## src/rtl/inst_fetch_if.sv

```systemverilog
// inst_fetch_if: instruction-memory bus between the fetch stage (master)
// and the instruction memory (slave). Request/grant with one response
// per grant, earliest the cycle after the grant.
interface inst_fetch_if;
  logic        imem_req;
  logic [31:0] imem_addr;
  logic        imem_gnt;
  logic        imem_rvalid;
  logic [31:0] imem_rdata;

  modport master (
    output imem_req,
    output imem_addr,
    input  imem_gnt,
    input  imem_rvalid,
    input  imem_rdata
  );

  modport slave (
    input  imem_req,
    input  imem_addr,
    output imem_gnt,
    output imem_rvalid,
    output imem_rdata
  );
endinterface

```

## src/rtl/inst_fetch.sv

```systemverilog
// inst_fetch: RV32 instruction-fetch stage.
// Keeps the PC, issues one word fetch at a time over inst_fetch_if, and
// presents inst/inst_pc/inst_valid to decode. A one-entry buffer absorbs a
// response that lands while decode holds. A redirect from execute squashes
// whatever is in flight (S_DROP swallows an already-granted response).
// Optional feature: define IF_MISALIGN_CHK_EN to flag redirects to
// non-word-aligned targets on the sticky 'error' output.
module inst_fetch #(
  parameter logic [31:0] RESET_PC = 32'h0000_0000
) (
  input  logic         clk,
  input  logic         rst_n,
  input  logic         hold,
  input  logic         jump_en,
  input  logic [31:0]  jump_addr,
  inst_fetch_if.master imem,
  output logic [31:0]  inst,
  output logic [31:0]  inst_pc,
  output logic         inst_valid,
  output logic         error
);

  localparam logic [31:0] NOP     = 32'h0000_0013;
  localparam logic [31:0] PC_INIT = {RESET_PC[31:2], 2'b00};

  typedef enum logic [1:0] {
    S_REQ  = 2'd0,  // requesting imem_addr = pc
    S_WAIT = 2'd1,  // granted, waiting for the response
    S_FULL = 2'd2,  // response parked in buf_q while decode holds
    S_DROP = 2'd3   // granted response belongs to a squashed path
  } state_t;

  state_t      state;
  logic [31:0] pc;        // next address to fetch
  logic [31:0] fetch_pc;  // address of the fetch in flight / buffered
  logic [31:0] buf_q;     // response captured under hold
  logic [31:0] jump_tgt;

  // Redirect targets are forced word aligned.
  assign jump_tgt = {jump_addr[31:2], 2'b00};

  // Request side depends only on registered state, never on inputs.
  assign imem.imem_req  = (state == S_REQ);
  assign imem.imem_addr = pc;

  // Fetch FSM, PC and decode-facing output registers.
  always_ff @(posedge clk or negedge rst_n) begin
    if (!rst_n) begin
      state      <= S_REQ;
      pc         <= PC_INIT;
      fetch_pc   <= '0;
      buf_q      <= '0;
      inst       <= NOP;
      inst_pc    <= '0;
      inst_valid <= 1'b0;
    end else if (jump_en) begin
      // Redirect wins over hold and over any load; the buffer is simply
      // abandoned by leaving S_FULL.
      pc         <= jump_tgt;
      inst_valid <= 1'b0;
      case (state)
        // A grant this cycle means a response is still coming: drop it.
        S_REQ:   state <= imem.imem_gnt    ? S_DROP : S_REQ;
        // Response arriving now is discarded; otherwise wait it out.
        S_WAIT:  state <= imem.imem_rvalid ? S_REQ  : S_DROP;
        S_FULL:  state <= S_REQ;
        S_DROP:  state <= imem.imem_rvalid ? S_REQ  : S_DROP;
        default: state <= S_REQ;
      endcase
    end else begin
      // Default: a non-held cycle without a load is a bubble.
      if (!hold) inst_valid <= 1'b0;
      case (state)
        S_REQ: begin
          if (imem.imem_gnt) begin
            fetch_pc <= pc;
            pc       <= pc + 32'd4;  // wraps modulo 2^32
            state    <= S_WAIT;
          end
        end
        S_WAIT: begin
          if (imem.imem_rvalid) begin
            if (hold) begin
              buf_q <= imem.imem_rdata;
              state <= S_FULL;
            end else begin
              inst       <= imem.imem_rdata;
              inst_pc    <= fetch_pc;
              inst_valid <= 1'b1;
              state      <= S_REQ;
            end
          end
        end
        S_FULL: begin
          if (!hold) begin
            inst       <= buf_q;
            inst_pc    <= fetch_pc;
            inst_valid <= 1'b1;
            state      <= S_REQ;
          end
        end
        S_DROP: begin
          if (imem.imem_rvalid) state <= S_REQ;
        end
        default: state <= S_REQ;
      endcase
    end
  end

`ifdef IF_MISALIGN_CHK_EN
  // Sticky fault: any redirect whose target is not word aligned.
  always_ff @(posedge clk or negedge rst_n) begin
    if (!rst_n)                                      error <= 1'b0;
    else if (jump_en && (jump_addr[1:0] != 2'b00))   error <= 1'b1;
  end
`else
  // Low target bits are ignored entirely in this build.
  logic unused_jump_lsb;
  assign unused_jump_lsb = ^jump_addr[1:0];
  assign error = 1'b0;
`endif

endmodule

```

## src/flat_wrapper.sv

```systemverilog
// flat-port wrapper written by rule: the top's interface ports become plain ports
module inst_fetch_flat 
#(
  parameter logic [31:0] RESET_PC = 32'h0000_0000
)
  (clk, rst_n, hold, jump_en, jump_addr, inst, inst_pc, inst_valid, error, imem_imem_req, imem_imem_addr, imem_imem_gnt, imem_imem_rvalid, imem_imem_rdata);
  inst_fetch_if imem_i ();
  input  logic clk;
  input  logic rst_n;
  input  logic hold;
  input  logic jump_en;
  input  logic [31:0] jump_addr;
  output logic [31:0] inst;
  output logic [31:0] inst_pc;
  output logic inst_valid;
  output logic error;
  output wire logic [$bits(imem_i.imem_req)-1:0] imem_imem_req;
  output wire logic [$bits(imem_i.imem_addr)-1:0] imem_imem_addr;
  input wire logic [$bits(imem_i.imem_gnt)-1:0] imem_imem_gnt;
  input wire logic [$bits(imem_i.imem_rvalid)-1:0] imem_imem_rvalid;
  input wire logic [$bits(imem_i.imem_rdata)-1:0] imem_imem_rdata;
  assign imem_imem_req = imem_i.imem_req;
  assign imem_imem_addr = imem_i.imem_addr;
  assign imem_i.imem_gnt = imem_imem_gnt;
  assign imem_i.imem_rvalid = imem_imem_rvalid;
  assign imem_i.imem_rdata = imem_imem_rdata;
  inst_fetch #(.RESET_PC(RESET_PC)) u_core (.clk(clk), .rst_n(rst_n), .hold(hold), .jump_en(jump_en), .jump_addr(jump_addr), .imem(imem_i), .inst(inst), .inst_pc(inst_pc), .inst_valid(inst_valid), .error(error));
endmodule
```

## config.mk

```make
export PLATFORM = sky130hd
export DESIGN_NAME = inst_fetch_flat
export DESIGN_NICKNAME = d
export VERILOG_FILES = /design/src/rtl/inst_fetch_if.sv /design/src/rtl/inst_fetch.sv /design/src/flat_wrapper.sv
export SDC_FILE = /design/constraint.sdc
export NUM_CORES = 1
export LEC_CHECK = 0
export ABC_AREA = 0
export BUFFER_PORTS_ARGS = -buffer_cell sky130_fd_sc_hd__buf_2
export CELL_PAD_IN_SITES_DETAIL_PLACEMENT = 0
export CELL_PAD_IN_SITES_GLOBAL_PLACEMENT = 1
export CORE_MARGIN = 2
export CORE_UTILIZATION = 38
export DETAILED_ROUTE_END_ITERATION = 16
export GPL_TIMING_DRIVEN = 0
export PLACE_DENSITY = 0.77
export SLEW_MARGIN = 10
export SYNTH_ARGS = -nofsm -noshare
export SYNTH_HDL_FRONTEND = slang
export SYNTH_SLANG_ARGS = --single-unit
```

## constraint.sdc

```tcl
create_clock -name clk -period 2 [get_ports clk]
set_input_delay 0.1 -clock clk [delete_from_list [all_inputs] [get_ports clk]]
set_output_delay 0.1 -clock clk [all_outputs]
set_load 0.02 [all_outputs]
```

==> metrics <==
Bufs on Longest Clock Path=2; Post-Route WL=between 15000 and 20000 um; Hold Path Class=input pin to flip-flop; overall routing resource usage=0.1971; DIE WIDTH=139.0 um; average size of a mapped cell=around 12 um2; first-pass GRT wire length=30370 um; Yosys cell types=40; r2r startpoint=u_core.state[1]; Final period util=1.009; total negative slack=-44.56 ps; Worst slew margin=0.6290; Hold Crit Start=imem_imem_rvalid; Hold Vio Cnt, Final=0; number of global-route vias before repair=5917; vias post-DR=5747; Power, Total=13.27 mW; commonest non-fill, non-tap cells in the layout=buf_2, dfrtp_1, mux2_1; Detail Route Antenna Nets=0; largest net degree at the start of global routing=97; Pre-antenna DRT Iters=5; violated checks=setup timing; GR Overflow Total=0; CP required=between 2000 and 2500 ps; type of origin of the critical path=flip-flop; register area share after synthesis=0.5683; Leak=4.470 nW; register bit total from synthesis=157; DR vias/cell=5.206; Inst Count DP=979; Starting Density=0.3866; status=finished, violations left; Place WS=-666.5 ps; Worst Path Arrival=around 2300 ps; peak supply drop=0.7013 mV; root buf cell=clkbuf_16; drt wl/cell=17.15 um; H-tree depth=4; Die Y=139.0 um; Iter 0 DRT Violations=363; synth warn=0; FF-to-FF setup slack=-20 ps; Post-synth EDFFs=0; Mapped Cells=586; Worst Path Max Fanout=6; # rows=49; crit path kind=flip-flop to flip-flop; Final Slew Violations=0; Synth Cell Area=6920 um2; r2r worst-path depth=6; slew of the pin with the lowest slew margin=556.5 ps; hold_ws=56.27 ps; final setup violation count=3; antenna violations before repair=0; clk slew on worst S/H paths=60 ps; FF-to-FF End=u_core.imem.imem_addr[29]; share of cells above drive strength 1=0.3238; Post-Route Skew=6.939 ps; hold endpoint=u_core.inst_valid; Remaining DRCs=0; Core Region=approximately 18000 um2; final-stage net count=937; HPWL Detailed=12740 um; total CTS buffers=17; hold path depth=3; asr flop ratio synth=1.000; Sink Count=~160; most common cell after layout, fill and taps aside=buf_2; I/O Buffers=159; CTS tree=built; RSZ-0062 raised after global routing=yes; P&R area growth vs syn=41.20%; total I/O pin count=169; DP Area=8084 um2; design area=9772 um2; clock latency on the worst-skew pair=430 ps; Fmax=0.4956 GHz; CP Capture Type=flip-flop; pwr/cell area=between 1000 and 1500 nW/um2; Die Area=19310 um2; maxcap violations=0; Post-Layout Cell Count=around 1100; Setup WS post-layout=-17.76 ps; final core occ=0.5458; most used flip-flop cell after synthesis=dfrtp_1; post-route minimum period=2018 ps; GPL Wtd Cong=0.8105
-- kinds of logic (layout without fill, tap and decap cells) --
family	count (synthesis)	after routing	share of synthesized area
xor gates and xnor gates	11	11	0.01392
other	1	6	0.0005419
DFF	157	157	0.5683
adders and majority gates	6	6	0.01085
muxes	122	122	0.1922
AOI/OAI and AO/OA	93	94	0.07865
buffers and inverters	48	331	0.02929
and+or+nand+nor	148	148	0.1063
-- where the power goes --
part	internal, mW	total, mW	leakage [nW]	switching (mW)
Clock	2.06	3.32	0.291	1.26
Combinational	2.01	4.70	2.29	2.70
Sequential	4.50	5.25	1.89	0.745
-- Yosys cell counts, types with 4 or more instances --
| library cell | count | share of area |
|---|---|---|
| mux2i_1 | 35 | 0.051 |
| or4_1 | 17 | 0.018 |
| o211ai_1 | 4 | 0.0043 |
| dfrtp_1 | 154 | 0.56 |
| nand4_1 | 9 | 0.0081 |
| clkbuf_1 | 28 | 0.015 |
| xnor2_1 | 8 | 0.010 |
| ha_1 | 6 | 0.011 |
| inv_1 | 9 | 0.0049 |
| and4_1 | 4 | 0.0051 |
| nand2_1 | 63 | 0.034 |
| nor4_1 | 4 | 0.0036 |
| nand3_1 | 15 | 0.011 |
| o21ai_1 | 55 | 0.040 |
| o31ai_1 | 12 | 0.013 |
| nor2_1 | 20 | 0.011 |
| mux2_1 | 87 | 0.14 |
| buf_4 | 5 | 0.0054 |
| a31oi_1 | 15 | 0.014 |
-- how the worst max path moves through the flow --
stage	to	start	cells after the start	slack, ps
2_1_floorplan	u_core.imem.imem_addr[31]	u_core.imem.imem_addr[11]	5	20
3_3_place_gp	u_core.imem.imem_addr[5]	rst_n	1	-1660
3_5_place_dp	u_core.inst[26]	u_core.state[0]	8	-670
4_1_cts	u_core.imem.imem_addr[21]	u_core.state[0]	7	-30
5_1_grt	u_core.imem.imem_addr[23]	u_core.state[1]	7	-130
6_report	u_core.imem.imem_addr[29]	u_core.state[1]	6	-20
-- per-layer routing --
layer	up-vias	global-route usage	part of all wire
li1	2654	-	-
met1	2850	0.2462	0.42
met2	219	0.3316	0.49
met3	24	0.06077	0.078
met4	0	0.05742	0.013
met5	-	0	0
-- final cells by class --
cell class	count	area [um2]
diodes	1	2.502
clock inverters	7	116.4
well taps	229	286.5
multi-input cells	386	2950
flip-flops and latches	157	3944
inverters	10	37.54
clock buffers	25	485.5
fillers	1545	8130
plain buffers	36	244.0
repair buffers	253	1705
-- worst max-delay path: stages, from the launching register on --
cell and delay, ps:
dfrtp_1 420, inv_2 110, ha_4 170, nand4_1 210
or4_4 480, o31a_1 250, o31a_1 270
-- what timing repair did --
| action | 4_1_cts | 5_1_grt |
|---|---|---|
| pin swaps | 6 | 20 |
| gates cloned | 0 | 4 |
| endpoints found under the hold margin | 155 | 0 |
| setup buffers | 15 | 12 |
| hold buffers | 63 | 0 |
| endpoints found under the setup margin | 129 | 122 |
| resized for setup | 39 | 38 |
-- state kept, by name (all words and copies together) (netlist names) --
register               flops
u_core.inst_pc            30
u_core.state               2
u_core.fetch_pc           30
u_core.inst               32
u_core.imem.imem_addr     30
u_core.inst_valid          1
u_core.buf_q              32
Power figures use the tool's default switching activity.
